<file path="src/rtl/exec_pkg.sv">
// -----------------------------------------------------------------------------
// exec_pkg
// Shared types for the RV32IM execute stage: the packed control word carried
// from decode, ALU opcodes, RV32M operation codes (funct3 encoding), the
// multiply/divide FSM state encoding and branch condition classes.
// -----------------------------------------------------------------------------
package exec_pkg;

    typedef enum logic [3:0] {
        ALU_ADD    = 4'd0,
        ALU_SUB    = 4'd1,
        ALU_AND    = 4'd2,
        ALU_OR     = 4'd3,
        ALU_XOR    = 4'd4,
        ALU_SLT    = 4'd5,
        ALU_SLTU   = 4'd6,
        ALU_SLL    = 4'd7,
        ALU_SRL    = 4'd8,
        ALU_SRA    = 4'd9,
        ALU_PASS_B = 4'd10
    } alu_op_e;

    // Matches RV32M funct3: bit 2 selects divide, bit 0 selects unsigned
    // for divides, bit 1 selects remainder for divides.
    typedef enum logic [2:0] {
        MD_MUL    = 3'd0,
        MD_MULH   = 3'd1,
        MD_MULHSU = 3'd2,
        MD_MULHU  = 3'd3,
        MD_DIV    = 3'd4,
        MD_DIVU   = 3'd5,
        MD_REM    = 3'd6,
        MD_REMU   = 3'd7
    } md_op_e;

    typedef enum logic [1:0] {
        ST_IDLE = 2'd0,
        ST_MUL  = 2'd1,
        ST_DIV  = 2'd2,
        ST_DONE = 2'd3
    } md_state_e;

    typedef enum logic [1:0] {
        BR_EQ  = 2'd0,
        BR_LT  = 2'd1,
        BR_LTU = 2'd2
    } br_cond_e;

    typedef struct packed {
        alu_op_e     alu_control;
        logic        alu_src;
        logic        a_sel_pc;
        logic        md_en;
        md_op_e      md_op;
        logic        branch;
        logic        jump;
        logic        jalr;
        logic        funct3_0;
        logic        reg_write;
        logic        result_src;
        logic        mem_write;
        logic [4:0]  rd;
    } exec_ctrl_t;

    // Decode drives the compare flavour through alu_control: SUB for
    // beq/bne, SLT for blt/bge, SLTU for bltu/bgeu.
    function automatic br_cond_e br_cond_of(input alu_op_e op);
        case (op)
            ALU_SLT:  return BR_LT;
            ALU_SLTU: return BR_LTU;
            default:  return BR_EQ;
        endcase
    endfunction

endpackage

</file>
<file path="src/rtl/exec_md_stage_md_unit.sv">
// -----------------------------------------------------------------------------
// md_unit
// Iterative RV32M multiply/divide unit. A pipelined multiplier of depth
// MUL_LATENCY and a radix-2 restoring divider on operand magnitudes, with the
// divide-by-zero and signed-overflow cases resolved in the start cycle.
// Optional feature macro: EXEC_DIV_EARLY_OUT_EN (|dividend| < |divisor|
// finishes in the start cycle).
//
// Ports:
//   clk, rst      clock, synchronous active-high reset
//   start         new M instruction presented (already gated by flush)
//   flush         abort any operation in progress
//   op_a, op_b    operands (dividend / divisor for divides)
//   md_op         RV32M operation
//   result        selected M result, meaningful while done=1
//   done          result valid this cycle
//   busy          stage must hold the front end this cycle
// -----------------------------------------------------------------------------
//   state   | meaning
//   IDLE    | waiting; a start latches operands and asserts busy
//   MUL     | multiplier pipeline filling, MUL_LATENCY cycles
//   DIV     | one restoring-division step per cycle, XLEN cycles
//   DONE    | result presented for one cycle, back to IDLE
// -----------------------------------------------------------------------------
module md_unit
    import exec_pkg::*;
#(
    parameter int XLEN        = 32,
    parameter int MUL_LATENCY = 2
) (
    input  logic            clk,
    input  logic            rst,
    input  logic            start,
    input  logic            flush,
    input  logic [XLEN-1:0] op_a,
    input  logic [XLEN-1:0] op_b,
    input  md_op_e          md_op,
    output logic [XLEN-1:0] result,
    output logic            done,
    output logic            busy
);

    localparam int CNT_MAX = (XLEN > MUL_LATENCY) ? XLEN : MUL_LATENCY;
    localparam int CNT_W   = $clog2(CNT_MAX + 1);
    localparam logic [CNT_W-1:0] DIV_LOAD = CNT_W'(XLEN - 1);
    localparam logic [CNT_W-1:0] MUL_LOAD = CNT_W'(MUL_LATENCY - 1);
    localparam logic [XLEN-1:0]  MOST_NEG = {1'b1, {(XLEN-1){1'b0}}};

    md_state_e          state, state_n;
    md_op_e             op_q;
    logic [XLEN-1:0]    a_q, b_q;
    logic [XLEN-1:0]    quo_q, rem_q, div_q;
    logic               neg_quo_q, neg_rem_q;
    logic [CNT_W-1:0]   cnt_q;
    logic [2*XLEN-1:0]  prod_pipe [MUL_LATENCY];

    logic               start_ok;
    logic               sign_div, a_neg, b_neg;
    logic [XLEN-1:0]    a_mag, b_mag;
    logic               div_zero, div_ovf, div_early, div_special;
    logic [XLEN-1:0]    special_quo, special_rem;

    assign start_ok = start & ~flush & ~rst;

    // Start-cycle operand analysis for divides.
    assign sign_div = ~md_op[0];
    assign a_neg    = sign_div & op_a[XLEN-1];
    assign b_neg    = sign_div & op_b[XLEN-1];
    assign a_mag    = a_neg ? -op_a : op_a;
    assign b_mag    = b_neg ? -op_b : op_b;
    assign div_zero = (op_b == '0);
    assign div_ovf  = sign_div & (op_a == MOST_NEG) & (op_b == '1);
`ifdef EXEC_DIV_EARLY_OUT_EN
    assign div_early = ~div_zero & (a_mag < b_mag);
`else
    assign div_early = 1'b0;
`endif
    assign div_special = div_zero | div_ovf | div_early;

    // Special results are stored pre-signed, so the sign fix-up is disabled.
    assign special_quo = div_zero ? '1   : (div_ovf ? op_a : '0);
    assign special_rem = div_zero ? op_a : (div_ovf ? '0   : op_a);

    // Divider step.
    logic [XLEN:0]   rem_shift;
    logic            rem_ge;
    logic [XLEN-1:0] rem_diff;

    assign rem_shift = {rem_q, quo_q[XLEN-1]};
    assign rem_ge    = (rem_shift >= {1'b0, div_q});
    assign rem_diff  = rem_shift[XLEN-1:0] - div_q;

    // Multiplier operands, sign-extended to 2*XLEN so one product covers all
    // four signedness combinations.
    logic               mul_sa, mul_sb;
    logic [2*XLEN-1:0]  mul_a_ext, mul_b_ext, mul_prod;

    assign mul_sa    = (op_q != MD_MULHU);
    assign mul_sb    = (op_q == MD_MUL) | (op_q == MD_MULH);
    assign mul_a_ext = {{XLEN{mul_sa & a_q[XLEN-1]}}, a_q};
    assign mul_b_ext = {{XLEN{mul_sb & b_q[XLEN-1]}}, b_q};
    assign mul_prod  = mul_a_ext * mul_b_ext;

    always_ff @(posedge clk) begin
        if (rst) begin
            state <= ST_IDLE;
        end else begin
            state <= state_n;
        end
    end

    always_comb begin
        state_n = state;
        busy    = 1'b0;
        done    = 1'b0;
        case (state)
            ST_IDLE: begin
                if (start_ok) begin
                    busy = 1'b1;
                    if (!md_op[2])        state_n = ST_MUL;
                    else if (div_special) state_n = ST_DONE;
                    else                  state_n = ST_DIV;
                end
            end
            ST_MUL, ST_DIV: begin
                busy = 1'b1;
                if (cnt_q == '0) state_n = ST_DONE;
            end
            ST_DONE: begin
                done    = 1'b1;
                state_n = ST_IDLE;
            end
            default: state_n = ST_IDLE;
        endcase
        if (flush || rst) begin
            busy    = 1'b0;
            done    = 1'b0;
            state_n = ST_IDLE;
        end
    end

    always_ff @(posedge clk) begin
        if (rst) begin
            op_q      <= MD_MUL;
            a_q       <= '0;
            b_q       <= '0;
            quo_q     <= '0;
            rem_q     <= '0;
            div_q     <= '0;
            neg_quo_q <= 1'b0;
            neg_rem_q <= 1'b0;
            cnt_q     <= '0;
        end else if (state == ST_IDLE) begin
            if (start_ok) begin
                op_q  <= md_op;
                a_q   <= op_a;
                b_q   <= op_b;
                div_q <= b_mag;
                cnt_q <= md_op[2] ? DIV_LOAD : MUL_LOAD;
                if (div_special) begin
                    quo_q     <= special_quo;
                    rem_q     <= special_rem;
                    neg_quo_q <= 1'b0;
                    neg_rem_q <= 1'b0;
                end else begin
                    quo_q     <= a_mag;
                    rem_q     <= '0;
                    neg_quo_q <= a_neg ^ b_neg;
                    neg_rem_q <= a_neg;
                end
            end
        end else if (state == ST_DIV) begin
            quo_q <= {quo_q[XLEN-2:0], rem_ge};
            rem_q <= rem_ge ? rem_diff : rem_shift[XLEN-1:0];
            if (cnt_q != '0) cnt_q <= cnt_q - 1'b1;
        end else if (state == ST_MUL) begin
            if (cnt_q != '0) cnt_q <= cnt_q - 1'b1;
        end
    end

    always_ff @(posedge clk) begin
        if (rst) begin
            for (int i = 0; i < MUL_LATENCY; i++) prod_pipe[i] <= '0;
        end else begin
            prod_pipe[0] <= mul_prod;
            for (int i = 1; i < MUL_LATENCY; i++) prod_pipe[i] <= prod_pipe[i-1];
        end
    end

    logic [2*XLEN-1:0] prod_out;
    logic [XLEN-1:0]   mul_res, quotient, remainder;

    assign prod_out  = prod_pipe[MUL_LATENCY-1];
    assign mul_res   = (op_q == MD_MUL) ? prod_out[XLEN-1:0] : prod_out[2*XLEN-1:XLEN];
    assign quotient  = neg_quo_q ? -quo_q : quo_q;
    assign remainder = neg_rem_q ? -rem_q : rem_q;
    assign result    = !op_q[2] ? mul_res : (op_q[1] ? remainder : quotient);

endmodule

</file>
<file path="src/rtl/exec_md_stage.sv">
// -----------------------------------------------------------------------------
// exec_md_stage
// RV32IM execute stage: operand forwarding muxes, single-cycle ALU, branch and
// jump resolution, and an iterative multiply/divide unit (md_unit) that holds
// the front end through stall_e while it works.
// Optional feature macro: EXEC_DIV_EARLY_OUT_EN (see md_unit).
//
// Ports:
//   clk, rst                  clock, synchronous active-high reset
//   valid_d, flush_e          instruction present / kill it
//   pc_d, rd1_d, rd2_d        PC and register-file operands
//   imm_ext_d, ctrl_d         immediate and packed control word
//   fwd_sel_a/b, fwd_data     bypass selects (0 = regfile) and bypass values
//   result_e, write_data_e    ALU/M result, store data (forwarded operand B)
//   data_addr                 src_a + immediate
//   pc_target_e, pc_src_e     branch/jump target and redirect
//   valid_e, ctrl_e           result valid, control passed through
//   stall_e                   hold fetch/decode and the decode/exec register
// -----------------------------------------------------------------------------
module exec_md_stage
    import exec_pkg::*;
#(
    parameter int XLEN        = 32,
    parameter int NUM_FWD     = 3,
    parameter int MUL_LATENCY = 2,
    localparam int SEL_W      = $clog2(NUM_FWD + 1)
) (
    input  logic                    clk,
    input  logic                    rst,
    input  logic                    valid_d,
    input  logic                    flush_e,
    input  logic [XLEN-1:0]         pc_d,
    input  logic [XLEN-1:0]         rd1_d,
    input  logic [XLEN-1:0]         rd2_d,
    input  logic [XLEN-1:0]         imm_ext_d,
    input  exec_ctrl_t              ctrl_d,
    input  logic [SEL_W-1:0]        fwd_sel_a,
    input  logic [SEL_W-1:0]        fwd_sel_b,
    input  logic [NUM_FWD*XLEN-1:0] fwd_data,
    output logic [XLEN-1:0]         result_e,
    output logic [XLEN-1:0]         write_data_e,
    output logic [XLEN-1:0]         data_addr,
    output logic [XLEN-1:0]         pc_target_e,
    output logic                    pc_src_e,
    output logic                    valid_e,
    output exec_ctrl_t              ctrl_e,
    output logic                    stall_e
);

    localparam int SHAMT_W = $clog2(XLEN);

    logic [XLEN-1:0] fwd_a, fwd_b, src_a, src_b;

    // Selects beyond NUM_FWD fall through to zero.
    always_comb begin
        fwd_a = '0;
        fwd_b = '0;
        if (fwd_sel_a == '0) fwd_a = rd1_d;
        if (fwd_sel_b == '0) fwd_b = rd2_d;
        for (int k = 1; k <= NUM_FWD; k++) begin
            if (fwd_sel_a == SEL_W'(k)) fwd_a = fwd_data[k*XLEN-1 -: XLEN];
            if (fwd_sel_b == SEL_W'(k)) fwd_b = fwd_data[k*XLEN-1 -: XLEN];
        end
    end

    assign src_a        = ctrl_d.a_sel_pc ? pc_d : fwd_a;
    assign src_b        = ctrl_d.alu_src ? imm_ext_d : fwd_b;
    assign write_data_e = fwd_b;
    assign data_addr    = src_a + imm_ext_d;

    logic               lt_s, lt_u;
    logic [SHAMT_W-1:0] shamt;
    logic [XLEN-1:0]    alu_res;

    assign lt_s  = $signed(src_a) < $signed(src_b);
    assign lt_u  = src_a < src_b;
    assign shamt = src_b[SHAMT_W-1:0];

    always_comb begin
        alu_res = '0;
        case (ctrl_d.alu_control)
            ALU_ADD:    alu_res = src_a + src_b;
            ALU_SUB:    alu_res = src_a - src_b;
            ALU_AND:    alu_res = src_a & src_b;
            ALU_OR:     alu_res = src_a | src_b;
            ALU_XOR:    alu_res = src_a ^ src_b;
            ALU_SLT:    alu_res = {{(XLEN-1){1'b0}}, lt_s};
            ALU_SLTU:   alu_res = {{(XLEN-1){1'b0}}, lt_u};
            ALU_SLL:    alu_res = src_a << shamt;
            ALU_SRL:    alu_res = src_a >> shamt;
            ALU_SRA:    alu_res = $signed(src_a) >>> shamt;
            ALU_PASS_B: alu_res = src_b;
            default:    alu_res = '0;
        endcase
    end

    logic br_met, br_raw;
    logic [XLEN-1:0] jalr_sum;

    always_comb begin
        case (br_cond_of(ctrl_d.alu_control))
            BR_LT:   br_raw = lt_s;
            BR_LTU:  br_raw = lt_u;
            default: br_raw = (src_a == src_b);
        endcase
    end

    // funct3[0] turns beq/blt/bltu into bne/bge/bgeu.
    assign br_met      = br_raw ^ ctrl_d.funct3_0;
    assign jalr_sum    = src_a + imm_ext_d;
    assign pc_target_e = ctrl_d.jalr ? {jalr_sum[XLEN-1:1], 1'b0} : pc_d + imm_ext_d;
    assign pc_src_e    = valid_d & ~flush_e & ~rst
                         & ((ctrl_d.branch & br_met) | ctrl_d.jump);

    logic            md_done, md_busy;
    logic [XLEN-1:0] md_res;

    md_unit #(
        .XLEN        (XLEN),
        .MUL_LATENCY (MUL_LATENCY)
    ) u_md (
        .clk    (clk),
        .rst    (rst),
        .start  (valid_d & ctrl_d.md_en & ~flush_e),
        .flush  (flush_e),
        .op_a   (src_a),
        .op_b   (src_b),
        .md_op  (ctrl_d.md_op),
        .result (md_res),
        .done   (md_done),
        .busy   (md_busy)
    );

    assign result_e = ctrl_d.md_en ? md_res : alu_res;
    assign valid_e  = ctrl_d.md_en ? md_done : (valid_d & ~flush_e & ~rst);
    assign stall_e  = md_busy;
    assign ctrl_e   = ctrl_d;

endmodule

</file>
<file path="config.mk">
export PLATFORM = sky130hd
export DESIGN_NAME = exec_md_stage
export DESIGN_NICKNAME = d
export VERILOG_FILES = /design/src/rtl/exec_pkg.sv /design/src/rtl/exec_md_stage_md_unit.sv /design/src/rtl/exec_md_stage.sv
export SDC_FILE = /design/constraint.sdc
export NUM_CORES = 2
export LEC_CHECK = 0
export CORE_ASPECT_RATIO = 1.1
export CORE_MARGIN = 5
export CORE_UTILIZATION = 45
export CTS_CLUSTER_SIZE = 12
export DETAILED_ROUTE_END_ITERATION = 16
export PLACE_DENSITY = 0.66
export SYNTH_ARGS = -nofsm -noshare
export SYNTH_HDL_FRONTEND = slang
export SYNTH_SLANG_ARGS = --single-unit
</file>
<file path="constraint.sdc">
create_clock -name clk -period 19.2 [get_ports clk]
set_clock_uncertainty 0.1 [all_clocks]
set_input_delay 3.84 -clock clk [delete_from_list [all_inputs] [get_ports clk]]
set_output_delay 3.84 -clock clk [all_outputs]
set_load 0.03 [all_outputs]
</file>
* After elaboration in Yosys (flattened, before gate mapping)
Memory sizes are Yosys's and may differ from the RTL's.
Cells that the tools add are included.
** Operators by class
- Add/subtract/negate cells :: 10
- Multiply operators :: 1
- Order comparisons :: 3
- Equality and inequality tests :: 28
- Shifts and indexed selects :: 3
- Mux-type cells :: 59
- Bitwise logic cells :: 27
- Reduce and logical (&&, ||, !) cells :: 17
** Operator list (count)
- $mux W32 :: 32
- $pmux W32 S11 :: 1
- $mux W64 :: 2
- $neg A32 Y32 :: 4
- $add A32 B32 Y32 :: 3
- $eq A32 B32 Y1 const B :: 2
- $lt A32 B32 Y1 :: 2
- $mul A33 B33 Y64 :: 1
- $sub A32 B32 Y32 :: 2
- $ge A33 B32 Y1 :: 1
- $and A32 B32 Y32 :: 1
- $eq A32 B32 Y1 :: 1
- $logic_not A32 Y1 :: 1
- $or A32 B32 Y32 :: 1
- $shl A32 B5 Y32 :: 1
- $shr A32 B5 Y32 :: 1
- $sshr A32 B5 Y32 :: 1
- $xor A32 B32 Y32 :: 1
- $mux W6 :: 5
- $eq A4 B3 Y1 const B :: 4
- $and A1 B1 Y1 :: 14
- $eq A2 B2 Y1 const B :: 7
- $eq A4 B4 Y1 const B :: 3
- $mux W1 :: 11
- 25 further kinds :: 46
** Storage, ports and cells
- Bits in registers :: 173
- Bits in writable memories :: 128
- Output and inout port bits :: 153
- Word-level logic and storage cells :: 159
- Memories kept :: 1
** Memories
- u_md.prod_pipe :: words 2, bits a word 64, read ports 2, clocked after Yosys merged registers in 0, wr ports 2, RTL line exec_md_stage_md_unit.sv:55 : logic [2*XLEN-1:0] prod_pipe [MUL_LATENCY];

* Logic depth before layout (Yosys ltp)
- Depth after elaboration :: 14
- Gate-level depth with buffers :: 33

* By module
A second synthesis with hierarchy kept.
** Second synthesis, totals
- Cell total of the unflattened synthesis :: 8210
- Area, all modules :: 68520.7 µm²
** By module, submodules not included
- md_unit :: times used 1, cells each 6137, area an instance 53288.6 µm², sequential area each 6005.8 µm²
- exec_md_stage :: times used 1, cells each 2073, area an instance 15232.1 µm², sequential area each 0.0 µm²

* Worst setup path before layout
OpenSTA, ideal clock, no wires.
- Path type :: input -> output
- Start point :: input fwd_sel_b[1]
- End point :: output result_e[0]
- Arrival time :: 9180 ps
- Required time :: 15260 ps
- Setup slack :: 6080 ps
- Stages :: 21
- Buffers on the path :: 7
- Path through :: buf_6 mux4_2 mux2i_1 clkbuf_1 buf_2 buf_2 buf_1 buf_2 ha_1 clkbuf_1 o21bai_1 a21oi_1 nor2_1 o22ai_1 a2111oi_0 o211ai_1 a21boi_0 nor2_1 xnor2_1 a22oi_1 a32oi_1
** On the way
- Cells in the longest elaborated chain, start to end :: 9
** RTL lines
- start: declaration :: RTL line exec_md_stage.sv:38 : input logic [SEL_W-1:0] fwd_sel_b,
- $logic_not A2 Y1 :: RTL line exec_md_stage.sv:59 : if (fwd_sel_b == '0) fwd_b = rd2_d;
- $mux W32 :: RTL line exec_md_stage.sv:59
- $mux W32 (2 in a row) :: RTL line exec_md_stage.sv:62 : if (fwd_sel_b == SEL_W'(k)) fwd_b = fwd_data[k*XLEN-1 -: XLEN];
- $mux W32 (*) :: RTL line exec_md_stage.sv:62
- named net write_data_e[2] :: RTL line exec_md_stage.sv:41 : output logic [XLEN-1:0] write_data_e,
- $mux W32 (*) :: RTL line exec_md_stage.sv:67 : assign src_b = ctrl_d.alu_src ? imm_ext_d : fwd_b;
- $lt A32 B32 Y1, or another cell as far along :: RTL line exec_md_stage.sv:76 : assign lt_u = src_a < src_b;
- $pmux W32 S11 (*) :: RTL line exec_md_stage.sv:81 : case (ctrl_d.alu_control)
- $mux W32 (*) :: RTL line exec_md_stage.sv:134 : assign result_e = ctrl_d.md_en ? md_res : alu_res;
- end: declaration :: RTL line exec_md_stage.sv:40 : output logic [XLEN-1:0] result_e,
The timed path passes the listed nets; every way through them passes the cells marked *.

* Worst setup path in the final report
- Start point :: input fwd_sel_b[0]
- End point :: output result_e[0]
** On the way
- Cells in the longest elaborated chain, start to end :: 9
** RTL lines
- $logic_not A2 Y1 :: RTL line exec_md_stage.sv:59
- $mux W32 :: RTL line exec_md_stage.sv:59
- $mux W32 (2 in a row) :: RTL line exec_md_stage.sv:62
- $mux W32 (*) :: RTL line exec_md_stage.sv:62
- $mux W32 (*) :: RTL line exec_md_stage.sv:67
- $sub A32 B32 Y32, or another cell as far along :: RTL line exec_md_stage.sv:83 : ALU_SUB: alu_res = src_a - src_b;
- $pmux W32 S11 (*) :: RTL line exec_md_stage.sv:81
- $mux W32 (*) :: RTL line exec_md_stage.sv:134
Mark *: on every way between the ends. The rest lies on a longest branch, timed or not.

==> impl_metrics.ini <==
[outcome]
run_status = complete, no violations

[critical_path]
crit_path_max_fanout = 39
critical_path.reg2reg.startpoint = u_md.a_q[31]
crit_path_buf_inv_count = 6
r2r-end = u_md.prod_pipe[0][61]
cp_top_family = compound AO/OA/AOI/OAI gates
worst_path_most_repeated_cell = sky130_fd_sc_hd__buf_4
first_element_of_the_critical_path = fwd_sel_b[0]
crit_path_start_kind = input pin
cp_slowest_stage_delay_ns = 0.82
timing.setup.critical_path_class = input pin to output pin
reg2reg_setup_slack_ns = 8.98
critical_path_required_ns = 15.26
critical_path.cell_chain = buf_2 -> buf_4 -> mux4_2 -> mux2i_4 -> buf_4 -> inv_4 -> ha_1 -> fa_1 -> o21bai_1 -> a21oi_1 -> nor2_1 -> o22ai_1 -> a2111oi_0 -> buf_4 -> o211ai_1 -> a21boi_0 -> nor2_1 -> xnor2_1 -> a22oi_1 -> a32oi_1 -> clkdlybuf4s50_1
reg2regPathDepth = 27
crit_path_max_delay_cell_type = sky130_fd_sc_hd__clkdlybuf4s50_1
worst-path-stages = 21
endpoint_kind = output pin
critical_path.endpoint = result_e[0]
worst_ep_arrival_time_ns = 11.22

[synth]
synth_nets = 10110
syn_avg_cell_area_um2 = 8.22
ys_seq_elements = 300
synth_flop_cell = sky130_fd_sc_hd__dfxtp_1
ys_async_sr_fraction_pct = 0
synth_top_cell_by_area = sky130_fd_sc_hd__fa_1
yosys_warnings = 0
synth_enable_flop_cells = 0
yosysTopAreaCellShare_pct = 33.1
syn-instance-count = 8309
synth_area_leaders = sky130_fd_sc_hd__fa_1, sky130_fd_sc_hd__dfxtp_1, sky130_fd_sc_hd__ha_1
proportion_of_synthesized_chip_area_in_sequential_cells_pct = 8.79
synth.distinct_cells = 95
syn-cell-area_um2 = 68300

[hold_path]
origin_of_the_worst_min_delay_path = u_md.prod_pipe[0][19]
hold_path.class = flop to flop

[grt]
grt_antenna_before_repair = 28
grt_pass1_vias = 64793
largest_net_degree_at_the_start_of_global_routing = 98
gr-total-overflow = 0
grt_pass1_wl_um = 454000
grt_usage_pct = 39.0

[clocking]
clock_sinks = 300
post_cts_hold_buffer_count = 0
clkSlewWorstSetupHoldPaths_ns = 0.06
cts_made_buffers = 39
h_tree_depth = 2
resize_count_post_cts = 0
tritoncts = done
clkLatencyLatePin_ns = 0.59
postCtsSetupBuffers = 0
max-clock-path-buffers = 3
root_buffer = sky130_fd_sc_hd__clkbuf_16

[power]
power.static_leakage_nw = 33.7
peakVddDrop_mv = 0.0552
power-per-cell-area_nw_per_um2 = 56.9

[layout]
drive_gt1_share_pct = 5.17
nNetsFinal = 10176
layout.cell_area.non_filler_um2 = 75200
area_delta_synth_final_pct = 10.1
layout.core_utilization_pct = 49.7

[die]
row_count = 150
die-height_um = 419
die_footprint_um2 = 160000
ios = 407
initial_utilization_pct = 45.1
floorplan.core_area_um2 = 151000
die_outline_width_um = 382

[sta]
post-route-min-period_ns = 15.16
setup_slack_ns = 4.04
fin_setup_tns_ns = 0
final-max-slew-violation-count = 0
finalHoldViolations = 0
grt_setup_unrepaired = false
achievable_frequency_ghz = 0.0659
setup_violations_final = 0
timing.final.crit_share_pct = 79.0
tightest_slew_ns = 1.39
timing.slew.headroom_pct = 6.49

[route]
drt-wirelength-per-cell_um = 30.3
final_antenna_net_count = 0
detail_route.drc_violations = 0
via_count = 63144
first_pass_iters = 8
vias_per_cell = 6.08
detail_route.wirelength_um = 315000
drt_iter0_markers = 6398

[flow_run]
cap_viol_max_count = 0

[placed_design]
detailed_place_hpwl_um = 246000
gp_congestion = 1.04
post_dp_cell_area_um2 = 73900
preCtsSetupSlack_ns = 4.16
port-buffer-count = 390
## flip-flops by register name (all words and copies together), names as in the netlist
signal,flops
u_md.cnt_q,6
u_md.prod_pipe,128
u_md.b_q,31
u_md.div_q,32
u_md.op_q,3
u_md.state,2
u_md.neg_rem_q,1
u_md.quo_q,32
u_md.rem_q,32
u_md.neg_quo_q,1
u_md.a_q,32
## cell usage in the layout (no fill, tap or decap), drive strengths merged, types with 74 or more instances in the layout
master	netlist	routed
a211oi	133	133
and2	312	312
o21ai	355	355
nand3	74	74
a21o	90	90
nand2	1225	1225
fa	1130	1130
xnor2	205	205
nor2	473	473
dfxtp	300	300
xor2	90	90
inv	1347	1352
a21oi	393	393
clkdlybuf4s50	0	381
nor2b	115	115
nor3	75	75
mux2i	170	170
ha	417	417
buf	101	188
## metrics by stage
stage               hold slack (ns)  power, mW  std cells
floorplan                     0.314       2.38       8309
global placement              0.318       3.45      10310
detailed placement            0.321       3.46      10310
CTS                           0.335       4.22      10374
global route                  0.347       4.47      10379
finish                        0.333       4.28      10388
## per-layer routing
layer  share of wire (%)  routed length [µm]  up-vias  GRT usage (%)
li1                    -                   -    26794              -
met1                  37              115000    31770           46.3
met2                  45              141000     3465           62.0
met3                 9.2               28800     1111           9.35
met4                 9.4               29500        4           28.5
met5               0.011                  35        -              0
## synthesized netlist by cell type, types with 53 or more instances
| master | count |
|---|---|
| sky130_fd_sc_hd__inv_1 | 1342 |
| sky130_fd_sc_hd__nand2_1 | 1222 |
| sky130_fd_sc_hd__fa_1 | 1130 |
| sky130_fd_sc_hd__nor2_1 | 471 |
| sky130_fd_sc_hd__clkbuf_1 | 442 |
| sky130_fd_sc_hd__ha_1 | 417 |
| sky130_fd_sc_hd__a21oi_1 | 393 |
| sky130_fd_sc_hd__o21ai_0 | 338 |
| sky130_fd_sc_hd__and2_1 | 311 |
| sky130_fd_sc_hd__dfxtp_1 | 300 |
| sky130_fd_sc_hd__xnor2_1 | 205 |
| sky130_fd_sc_hd__mux2i_1 | 157 |
| sky130_fd_sc_hd__a211oi_1 | 133 |
| sky130_fd_sc_hd__nor2b_1 | 115 |
| sky130_fd_sc_hd__a21o_1 | 90 |
| sky130_fd_sc_hd__xor2_1 | 90 |
| sky130_fd_sc_hd__nor3_1 | 75 |
| sky130_fd_sc_hd__nand3_1 | 73 |
| sky130_fd_sc_hd__mux4_2 | 61 |
| sky130_fd_sc_hd__o221ai_1 | 61 |
| sky130_fd_sc_hd__a31oi_1 | 53 |
## final cells by class
type,instances,area (µm²)
Fill cell,14551,76200
Tap cell,1976,2470
Clock inverter,20,220
Timing Repair Buffer,570,5220
Clock buffer,44,1040
Multi-Input combinational cell,6113,55100
Sequential cell,300,6010
Antenna cell,14,35.0
Inverter,1351,5080
## worst min-delay path by stage
| stage | endpoint | slack (ns) | cells past startpoint |
|---|---|---|---|
| floorplan | u_md.prod_pipe[0][100] | 0.31 | 1 |
| detailed placement | u_md.prod_pipe[0][118] | 0.32 | 1 |
| global placement | u_md.prod_pipe[0][71] | 0.32 | 1 |
| finish | u_md.prod_pipe[0][83] | 0.33 | 1 |
| CTS | u_md.prod_pipe[0][118] | 0.33 | 1 |
| global route | u_md.prod_pipe[0][83] | 0.35 | 1 |
## logic make-up after synthesis
group | after synthesis | share of synthesized area, %
adder cells (fa/ha/maj) | 1547 | 40.7
XOR/XNOR | 295 | 3.78
multiplexers | 255 | 5.01
flip-flops | 300 | 8.79
AO/OA/AOI/OAI | 1489 | 14.1
buffers and inverters | 1896 | 10.7
AND/OR/NAND/NOR | 2527 | 16.9
## report_power, final
| group | total (mW) | switching (mW) | leakage, nW | internal (mW) |
|---|---|---|---|---|
| Sequential | 0.753 | 0.0534 | 2.44 | 0.700 |
| Combinational | 2.77 | 1.86 | 30.7 | 0.908 |
| Clock | 0.752 | 0.318 | 0.628 | 0.434 |
Note: power is estimated with default switching activity, not from simulation.
